### src/rtl/dense16_neuron_mac.sv
// Serial fixed-point dense neuron: 16 multiply-accumulates against a static weight ROM,
// then bias-aligned rescale, saturation and optional ReLU, with valid/ready on both sides.
module dense16_neuron_mac #(
    parameter int DATA_WIDTH = 16,
    parameter int FRAC_BITS  = 8,
    parameter int ACC_WIDTH  = 40,
    parameter int RELU       = 1
) (
    input  logic                         clk,
    input  logic                         rst,
    input  logic                         in_valid,
    output logic                         in_ready,
    input  logic [16*DATA_WIDTH-1:0]     in_vec,
    input  logic [DATA_WIDTH-1:0]        w0,
    input  logic [DATA_WIDTH-1:0]        w1,
    input  logic [DATA_WIDTH-1:0]        w2,
    input  logic [DATA_WIDTH-1:0]        w3,
    input  logic [DATA_WIDTH-1:0]        w4,
    input  logic [DATA_WIDTH-1:0]        w5,
    input  logic [DATA_WIDTH-1:0]        w6,
    input  logic [DATA_WIDTH-1:0]        w7,
    input  logic [DATA_WIDTH-1:0]        w8,
    input  logic [DATA_WIDTH-1:0]        w9,
    input  logic [DATA_WIDTH-1:0]        w10,
    input  logic [DATA_WIDTH-1:0]        w11,
    input  logic [DATA_WIDTH-1:0]        w12,
    input  logic [DATA_WIDTH-1:0]        w13,
    input  logic [DATA_WIDTH-1:0]        w14,
    input  logic [DATA_WIDTH-1:0]        w15,
    input  logic [DATA_WIDTH-1:0]        bias,
    output logic                         out_valid,
    input  logic                         out_ready,
    output logic [DATA_WIDTH-1:0]        out_data,
    output logic                         busy
);

    localparam int PROD_WIDTH = 2 * DATA_WIDTH;

    localparam logic [1:0] ST_IDLE  = 2'd0;
    localparam logic [1:0] ST_MAC   = 2'd1;
    localparam logic [1:0] ST_FINAL = 2'd2;
    localparam logic [1:0] ST_OUT   = 2'd3;

    localparam logic signed [ACC_WIDTH-1:0] SAT_MAX =
        {{(ACC_WIDTH-DATA_WIDTH+1){1'b0}}, {(DATA_WIDTH-1){1'b1}}};
    localparam logic signed [ACC_WIDTH-1:0] SAT_MIN =
        {{(ACC_WIDTH-DATA_WIDTH+1){1'b1}}, {(DATA_WIDTH-1){1'b0}}};

    logic [1:0]                   state_r;
    logic [3:0]                   idx_r;
    logic signed [ACC_WIDTH-1:0]  acc_r;
    logic [DATA_WIDTH-1:0]        x_r [16];
    logic                         in_ready_r;
    logic                         busy_r;
    logic                         out_valid_r;
    logic [DATA_WIDTH-1:0]        out_data_r;

    logic [DATA_WIDTH-1:0]        w_sel_s;
    logic signed [PROD_WIDTH-1:0] prod_s;
    logic signed [ACC_WIDTH-1:0]  prod_ext_s;
    logic signed [ACC_WIDTH-1:0]  bias_ext_s;
    logic signed [ACC_WIDTH-1:0]  shifted_s;
    logic [DATA_WIDTH-1:0]        result_s;

    // Weight ROM output for the element currently being accumulated
    always_comb begin
        w_sel_s = {DATA_WIDTH{1'b0}};
        case (idx_r)
            4'd0:    w_sel_s = w0;
            4'd1:    w_sel_s = w1;
            4'd2:    w_sel_s = w2;
            4'd3:    w_sel_s = w3;
            4'd4:    w_sel_s = w4;
            4'd5:    w_sel_s = w5;
            4'd6:    w_sel_s = w6;
            4'd7:    w_sel_s = w7;
            4'd8:    w_sel_s = w8;
            4'd9:    w_sel_s = w9;
            4'd10:   w_sel_s = w10;
            4'd11:   w_sel_s = w11;
            4'd12:   w_sel_s = w12;
            4'd13:   w_sel_s = w13;
            4'd14:   w_sel_s = w14;
            4'd15:   w_sel_s = w15;
            default: w_sel_s = {DATA_WIDTH{1'b0}};
        endcase
    end

    // Full-precision product and operand alignment into accumulator width
    always_comb begin
        prod_s     = $signed(x_r[idx_r]) * $signed(w_sel_s);
        prod_ext_s = {{(ACC_WIDTH-PROD_WIDTH){prod_s[PROD_WIDTH-1]}}, prod_s};
        bias_ext_s = $signed({{(ACC_WIDTH-DATA_WIDTH){bias[DATA_WIDTH-1]}}, bias}) <<< FRAC_BITS;
    end

    // Rescale by truncation toward -inf, then saturate and optionally rectify
    always_comb begin
        shifted_s = acc_r >>> FRAC_BITS;
        result_s  = shifted_s[DATA_WIDTH-1:0];
        if ((RELU != 0) && shifted_s[ACC_WIDTH-1]) begin
            result_s = {DATA_WIDTH{1'b0}};
        end else if (shifted_s > SAT_MAX) begin
            result_s = SAT_MAX[DATA_WIDTH-1:0];
        end else if (shifted_s < SAT_MIN) begin
            result_s = SAT_MIN[DATA_WIDTH-1:0];
        end else begin
            result_s = shifted_s[DATA_WIDTH-1:0];
        end
    end

    // Control FSM, datapath registers and registered handshake outputs
    always_ff @(posedge clk) begin
        if (rst) begin
            state_r     <= ST_IDLE;
            idx_r       <= 4'd0;
            acc_r       <= {ACC_WIDTH{1'b0}};
            in_ready_r  <= 1'b1;
            busy_r      <= 1'b0;
            out_valid_r <= 1'b0;
            out_data_r  <= {DATA_WIDTH{1'b0}};
            for (int k = 0; k < 16; k++) begin
                x_r[k] <= {DATA_WIDTH{1'b0}};
            end
        end else begin
            case (state_r)
                ST_IDLE: begin
                    if (in_valid && in_ready_r) begin
                        for (int k = 0; k < 16; k++) begin
                            x_r[k] <= in_vec[k*DATA_WIDTH +: DATA_WIDTH];
                        end
                        acc_r      <= bias_ext_s;
                        idx_r      <= 4'd0;
                        state_r    <= ST_MAC;
                        in_ready_r <= 1'b0;
                        busy_r     <= 1'b1;
                    end else begin
                        in_ready_r <= 1'b1;
                        busy_r     <= 1'b0;
                    end
                end
                ST_MAC: begin
                    acc_r <= acc_r + prod_ext_s;
                    idx_r <= idx_r + 4'd1;
                    if (idx_r == 4'd15) begin
                        state_r <= ST_FINAL;
                    end else begin
                        state_r <= ST_MAC;
                    end
                end
                ST_FINAL: begin
                    out_data_r  <= result_s;
                    out_valid_r <= 1'b1;
                    state_r     <= ST_OUT;
                end
                ST_OUT: begin
                    if (out_ready) begin
                        out_valid_r <= 1'b0;
                        state_r     <= ST_IDLE;
                        in_ready_r  <= 1'b1;
                        busy_r      <= 1'b0;
                    end else begin
                        out_valid_r <= 1'b1;
                    end
                end
                default: begin
                    state_r     <= ST_IDLE;
                    idx_r       <= 4'd0;
                    in_ready_r  <= 1'b1;
                    busy_r      <= 1'b0;
                    out_valid_r <= 1'b0;
                end
            endcase
        end
    end

    assign in_ready  = in_ready_r;
    assign busy      = busy_r;
    assign out_valid = out_valid_r;
    assign out_data  = out_data_r;

endmodule
### config.mk
export PLATFORM = sky130hd
export DESIGN_NAME = dense16_neuron_mac
export DESIGN_NICKNAME = d
export VERILOG_FILES = /design/src/rtl/dense16_neuron_mac.sv
export SDC_FILE = /design/constraint.sdc
export NUM_CORES = 1
export LEC_CHECK = 0
export CAP_MARGIN = 40
export CORE_MARGIN = 5
export CORE_UTILIZATION = 35
export CTS_CLUSTER_SIZE = 20
export DETAILED_ROUTE_END_ITERATION = 16
export GPL_TIMING_DRIVEN = 1
export PLACE_DENSITY = 0.69
export SLEW_MARGIN = 20
export SYNTH_ARGS = -nofsm -noshare
export SYNTH_HDL_FRONTEND = slang
export SYNTH_SLANG_ARGS = --single-unit
### constraint.sdc
create_clock -name clk -period 10 [get_ports clk]
set_input_delay 2 -clock clk [delete_from_list [all_inputs] [get_ports clk]]
set_output_delay 2 -clock clk [all_outputs]
set_load 0.01 [all_outputs]
==> results.md <==
- Flop and latch count out of synthesis: 325
- TritonCTS clock tree: built
- Die area: 87000 sq um
- RePlAce Congestion: 0.934
- Routed len/inst: 22.1 um
- Post-CTS Setup Bufs: 0
- # DRC: 0
- Status: complete, no violations
- Fin Clk Skew: 0.0602 ns
- Slew Viols, Final: 0
- Synthesized area per cell: 10.9 sq um
- Hold-fix buffer count after cts: 0
- Mapped Cells: 2615
- Input/output buffers: 550
- Min-delay worst type: reg -> reg
- CP Buf/Inv Count: 7
- H-tree depth: 2
- 1st-iter DRT viols: 1587
- Share of cells above drive strength 1: 0.0780
- Initial antenna violation count: 11
- Largest stage delay on the critical path: 0.50 ns
- Req. time, crit path: 10.45 ns
- Overflow after GRT: 0
- CP arrival: 9.65 ns
- Worst-margin pin slew: 1.04 ns
- Global-route wire length before repair: 140000 um
- Total track usage: 0.211
- Core area: 80500 sq um
- Syn_nets: 3596
- Area growth from synthesis to layout: 28.0%
- CP max FO: 9
- Skew-Pair Late Insertion Delay: 0.58 ns
- Seq/Total Area, Yosys: 0.319
- Fin nets: 4109
- Routed wire length: 93300 um
- Worst-path clk slew: 0.06 ns
- DIE HEIGHT: 295 um
- GRT met2 Usage: 0.379
- FP Rows: 104
- DR pass1 iterations: 8
- Critical Path Start Type: input port
- Post-DP HPWL: 75300 um
- Worst setup EP type: flip-flop
- Max-cap viol count: 0
- Met3 GRT Util: 0.0405
- Total CTS buffers: 36
- Longest Clk Path Bufs: 3
- Busiest layer in global routing: met2
- GRT met1 Usage: 0.258
- Final period utilization: 0.919
- Cell family with most CP delay: adder cells
- Critical-path cell with the highest stage delay: fa_1
- CTS root buffer: clkbuf_16
- CTS resizes: 0
- Vias/cell: 5.13
- Cell variety after synth: 87
- RSZ-0062 raised after global routing: no
- Synth warn: 0
- Relative slew slack: 0.304
- Hold Vio Cnt, Final: 0
- Vias in the first global route: 23200
- Setup TNS: 0 ns
- Final ANT Viol Nets: 0
- Starting density of the core: 0.353
- Number of I/O pins: 551
- Pin count of the biggest net entering global routing: 189
- Clk sinks: 325
- Vias: 21700
- Fmax: 109 MHz
- Ys flop type: edfxtp_1
- Synthesized area: 28400 sq um
- Tmin final: 9.19 ns
- Most frequent CP cell: fa_1
- Ys async rst share: 0
- Critical path class: in -> reg
- Post-synth EDFFs: 256
- Die width: 295 um
- Endpoints failing setup: 0
[area by class of cell]
class	instances	area, sq um
fill	7429	44200
clock inverter	21	198
antenna	8	20.0
tap	1060	1330
timing repair buffer	616	6120
sequential	325	9080
inverter	415	1560
multi-input combinational	1734	17100
clock buffer	44	941
[layout by cell type (no fill, tap or decap), types with 17 or more instances in the layout]
| cell | n |
|---|---|
| clkdlybuf4s50_1 | 549 |
| inv_1 | 410 |
| fa_1 | 331 |
| edfxtp_1 | 256 |
| nor2_1 | 228 |
| and2_1 | 170 |
| nand2_1 | 141 |
| ha_1 | 118 |
| nor2b_1 | 102 |
| a22oi_1 | 69 |
| a21oi_1 | 69 |
| dfxtp_1 | 65 |
| buf_4 | 55 |
| mux4_2 | 45 |
| clkbuf_16 | 36 |
| nand3_1 | 33 |
| nor3_1 | 27 |
| a221oi_1 | 26 |
| mux4_1 | 24 |
| nand2b_1 | 24 |
| a21o_1 | 21 |
| o21ai_0 | 20 |
| a22o_1 | 18 |
| xnor2_1 | 17 |
[worst paths after layout]
kind | depth (start not counted) | start | end | slack [ns]
max | 28 | w6[2] | acc_r[37]$_SDFFE_PP0P_ | 0.81
min | 2 | out_valid$_SDFFE_PP0P_ | out_valid$_SDFFE_PP0P_ | 0.47
max reg2reg | 28 | idx_r[0]$_SDFFE_PP0P_ | acc_r[37]$_SDFFE_PP0P_ | 1.12
min reg2reg | 2 | out_valid$_SDFFE_PP0P_ | out_valid$_SDFFE_PP0P_ | 0.47
[metrics by stage]
stage	hold WS, ns	std cells	util	cell area, sq um	setup WS (ns)
floorplan	0.448	2615	-	28400	0.511
finish	0.469	4223	0.451	36400	0.809
global placement	0.457	4141	0.435	35000	0.343
detailed placement	0.459	4147	0.436	35200	0.287
global route	0.491	4222	0.451	36400	0.383
CTS	0.474	4212	0.451	36300	0.872
[cell usage after synthesis (16+ instances only)]
| cell type | count | area share |
|---|---|---|
| dfxtp_1 | 69 | 0.049 |
| nor2b_1 | 103 | 0.023 |
| a22oi_1 | 69 | 0.018 |
| nand4_1 | 16 | 0.0035 |
| nor2_1 | 230 | 0.030 |
| ha_1 | 118 | 0.052 |
| nand2b_1 | 25 | 0.0055 |
| clkbuf_1 | 76 | 0.010 |
| a22o_1 | 18 | 0.0055 |
| a21oi_1 | 69 | 0.012 |
| o21ai_0 | 20 | 0.0035 |
| nand3_1 | 33 | 0.0058 |
| nand2_1 | 141 | 0.019 |
| and2_1 | 170 | 0.037 |
| mux4_2 | 45 | 0.036 |
| xnor2_1 | 17 | 0.0052 |
| buf_2 | 44 | 0.0078 |
| inv_1 | 410 | 0.054 |
| a21o_1 | 21 | 0.0055 |
| mux4_1 | 24 | 0.022 |
| edfxtp_1 | 256 | 0.27 |
| a221oi_1 | 26 | 0.0080 |
| fa_1 | 331 | 0.23 |
| nor3_1 | 28 | 0.0049 |
[sequential cells by signal (all words and copies together), names as in the netlist, named ones only]
signal     flops
x_r          256
acc_r         40
out_data      16
idx_r          4
busy           1
in_ready       1
out_valid      1
state_r        1
[per-layer routing]
| metal | routed length [um] | vias up | share of wire |
|---|---|---|---|
| met4 | 3060 | 4 | 0.033 |
| met1 | 35600 | 10700 | 0.38 |
| met3 | 7200 | 159 | 0.077 |
| met5 | 25 | - | 0.00027 |
| li1 | - | 9802 | - |
| met2 | 47400 | 950 | 0.51 |
[kinds of logic (layout without fill, tap and decap cells)]
kind of cell	after synthesis	count (layout)	share of synthesized area
compound gates	341	341	0.0900
flops	325	325	0.319
mux	98	98	0.0687
simple gates	816	816	0.148
fa+ha+maj	449	449	0.285
other cells	0	8	0
xor+xnor	30	30	0.00951
buf+inv	556	1096	0.0792
[worst reg2reg max path: cells and delay by family (launching register included)]
family                   cells  cell delay, ns
AND/OR/NAND/NOR              6            1.87
AO/OA/AOI/OAI                8            1.58
adder cells (fa/ha/maj)      8            4.18
buffers and inverters        6            0.73
flip-flops                   1            0.41
Power is left out: the tool's default activity adds up to more than one toggle a clock period on the data nets, which glitch-free logic cannot reach.
==> RTL edit 1, RTL diff (config.mk and constraints unchanged) <==
The parameter `DATA_WIDTH` goes from 16 to 20.
--- a/src/rtl/dense16_neuron_mac.sv
+++ b/src/rtl/dense16_neuron_mac.sv
@@ -3,3 +3,3 @@
 module dense16_neuron_mac #(
-    parameter int DATA_WIDTH = 16,
+    parameter int DATA_WIDTH = 20,
     parameter int FRAC_BITS  = 8,
Ports: changed (19 resized); port bits go from 551 to 687. No check against the original RTL was run, so the function may have changed too.
==> RTL edit 1 against the original RTL <==
Sequential cell count up 68; area after synthesis up 27%; worst setup slack worse by 170 ps; wire length up 36%; non-clock buffer count up 174; final area up 28%.
Power is not shown: default switching activity piles up to over one toggle a cycle in this logic, so the estimate is an artifact.
==> RTL edit 1: results <==
group,metric,value,unit
finish,fin_util,45.58,%
worst_setup_path,slowest_stage,"or4b_1",
detailed_routing,drt-pass1-iter-count,5,
detailed_routing,met3_length,10940,um
finish,final_common_cell,"inv_1",
finish,drive_above_1_share,8.173,%
synthesis,synth_compound_area_share,7.434,%
clock_network,numCtsBuffers,46,
clock_network,clk_latency,620,ps
worst_setup_path,worstPathMaxFanout,20,
worst_setup_path,cpPeakStageDelay,580,ps
synthesis,synth_nets,4675,
synthesis,synthAdderAreaFrac,30.62,%
synthesis,synth_cell_types,72,
finish,nonClockBufferCount,790,
detailed_routing,wl,126500,um
synthesis,synth_edf_count,320,
finish,inv_count,714,
worst_setup_path,critPathArrivalTime,9870,ps
finish,antenna_cells,20,
synthesis,syn_area_per_cell,10.56,sq um
detailed_routing,wl_met1,50980,um
synthesis,netlist_top_cells_area,"edfxtp_1 27%, fa_1 26%, inv_1 7.3%",
placement,post_dp_cell_area,44810,sq um
grt,grt_max_degree,182,
finish,final-seq-area,11080,sq um
grt,grt_usage,23.13,%
outcome,status,"complete, no violations",
placement,dp.cells,5378,
==> RTL edit 1: changes by cell type in the layout (fill, tap and decap cells not counted), moves of 24 or more <==
cell and change:
clkdlybuf4s50_1 +136, buf_4 +32, mux4_2 +53, inv_1 +294, nand2_1 +122, edfxtp_1 +64, and2_1 +63, mux4_1 -24
fa_1 +138, nor2b_1 +42
==> RTL edit 1: worst paths after layout <==
path	end	from	cells past startpoint	slack, ps
setup reg to reg	acc_r[39]$_SDFFE_PP0P_	idx_r[0]$_SDFFE_PP0P_	30	740
hold reg to reg	acc_r[1]$_SDFFE_PP0P_	acc_r[1]$_SDFFE_PP0P_	2	470
hold / removal	acc_r[1]$_SDFFE_PP0P_	acc_r[1]$_SDFFE_PP0P_	2	470
setup / recovery	acc_r[35]$_SDFFE_PP0P_	w2[1]	29	640
==> RTL edit 1: metal layers <==
layer  vias up  global-route usage (%)
met3       167                   5.530
met5         -                  0.3993
li1      12290                       -
met2      1110                   38.93
met4        18                   6.080
met1     14240                   30.13
==> RTL edit 2, RTL diff (same flow settings) <==
Made on the original files. Reset style: asynchronous (`rst`), changed in one clocked block.
--- a/src/rtl/dense16_neuron_mac.sv
+++ b/src/rtl/dense16_neuron_mac.sv
@@ -111,3 +111,3 @@
     // Control FSM, datapath registers and registered handshake outputs
-    always_ff @(posedge clk) begin
+    always_ff @(posedge clk or posedge rst) begin
         if (rst) begin
Check against the original RTL: differs if rst is asserted again (counterexample within 4 cycles, from zero or initial values and one cycle with rst high); with rst held inactive, the same outputs for 10 cycles.
==> RTL edit 2 against the original RTL <==
Area after synthesis is 1.2% lower; sequential cell count is 4 lower; wire length is 2.2% higher; core utilization is 0.74 points higher; final area hardly changed; largest cell class unchanged; worst setup slack better by 16 ps.
Power is not shown: default switching activity piles up to over one toggle a cycle in this logic, so the estimate is an artifact.
==> RTL edit 2: results <==
group,metric,value,unit
placement,post_dp_cell_area,34940,sq um
worst_setup_path,startpoint,"w10[4]",
outcome,status,"complete, no violations",
synthesis,async_reset_ff_share,100.0,%
detailed_routing,wl_met2,47510,um
synthesis,synthFlopType,"dfrtp_1",
grt,grt_pass1_wl,146300,um
grt,grt_usage,21.81,%
detailed_routing,vias,23430,
grt,grt_max_degree,191,
hold_path,hold_path_end,"x_r[8]$_DFFE_PP0P_",
grt,use_met3,3.673,%
worst_setup_path,critPathArrivalTime,9610,ps
placement,gp_congestion,0.9105,
timing,fin_skew,27.90,ps
detailed_routing,drt-pass1-iter-count,5,
timing,hold_ws,468.1,ps
synthesis,syn_area_per_cell,9.191,sq um
synthesis,synth_nets,4036,
synthesis,netlist_top_cells_area,"dfrtp_1 29%, fa_1 24%, nand2_1 12%",
placement,dp.cells,4570,
placement,dp_hpwl,75740,um
detailed_routing,post_drt_wl_per_cell,20.50,um
detailed_routing,met3_length,6329,um
worst_setup_path,worstPathMaxFanout,8,
placement,place_ws,280.8,ps
grt,grt_pass1_vias,25060,
synthesis,synth_cell_types,74,
finish,num-nets-final,4544,
detailed_routing,wl_met1,38470,um
grt,grt_use_met1,27.74,%
RTL edit 2: changes by cell type in the layout (fill, tap and decap cells not counted), sizes merged, moves of 33 or more:
cell | unedited run | this run
nand2 | 141 | 909
nor2b | 103 | 11
edfxtp | 256 | 0
nor2 | 233 | 180
dfxtp | 69 | 0
dfrtp | 0 | 320
o21ai | 47 | 80
and2 | 170 | 13
RTL edit 2: cell families (layout without fill, tap and decap cells):
family / after synthesis / count (layout) / share of synthesized area, %
muxes: 97 / 97 / 6.590
buffers and inverters: 576 / 1109 / 8.065
other: 0 / 14 / 0
AOI/OAI and AO/OA: 349 / 349 / 8.970
DFF: 321 / 321 / 28.61
xor gates and xnor gates: 36 / 36 / 1.123
and+or+nand+nor: 1227 / 1227 / 17.78
adders and majority gates: 449 / 449 / 28.86
RTL edit 2: final cells by class:
class	count	area [sq um]
diodes	14	35.03
clock buffers	48	1006
multi-input cells	2158	17830
inverters	419	1577
repair buffers	627	6291
well taps	1050	1314
fillers	7635	42900
flip-flops and latches	321	8041
clock inverters	15	271.5
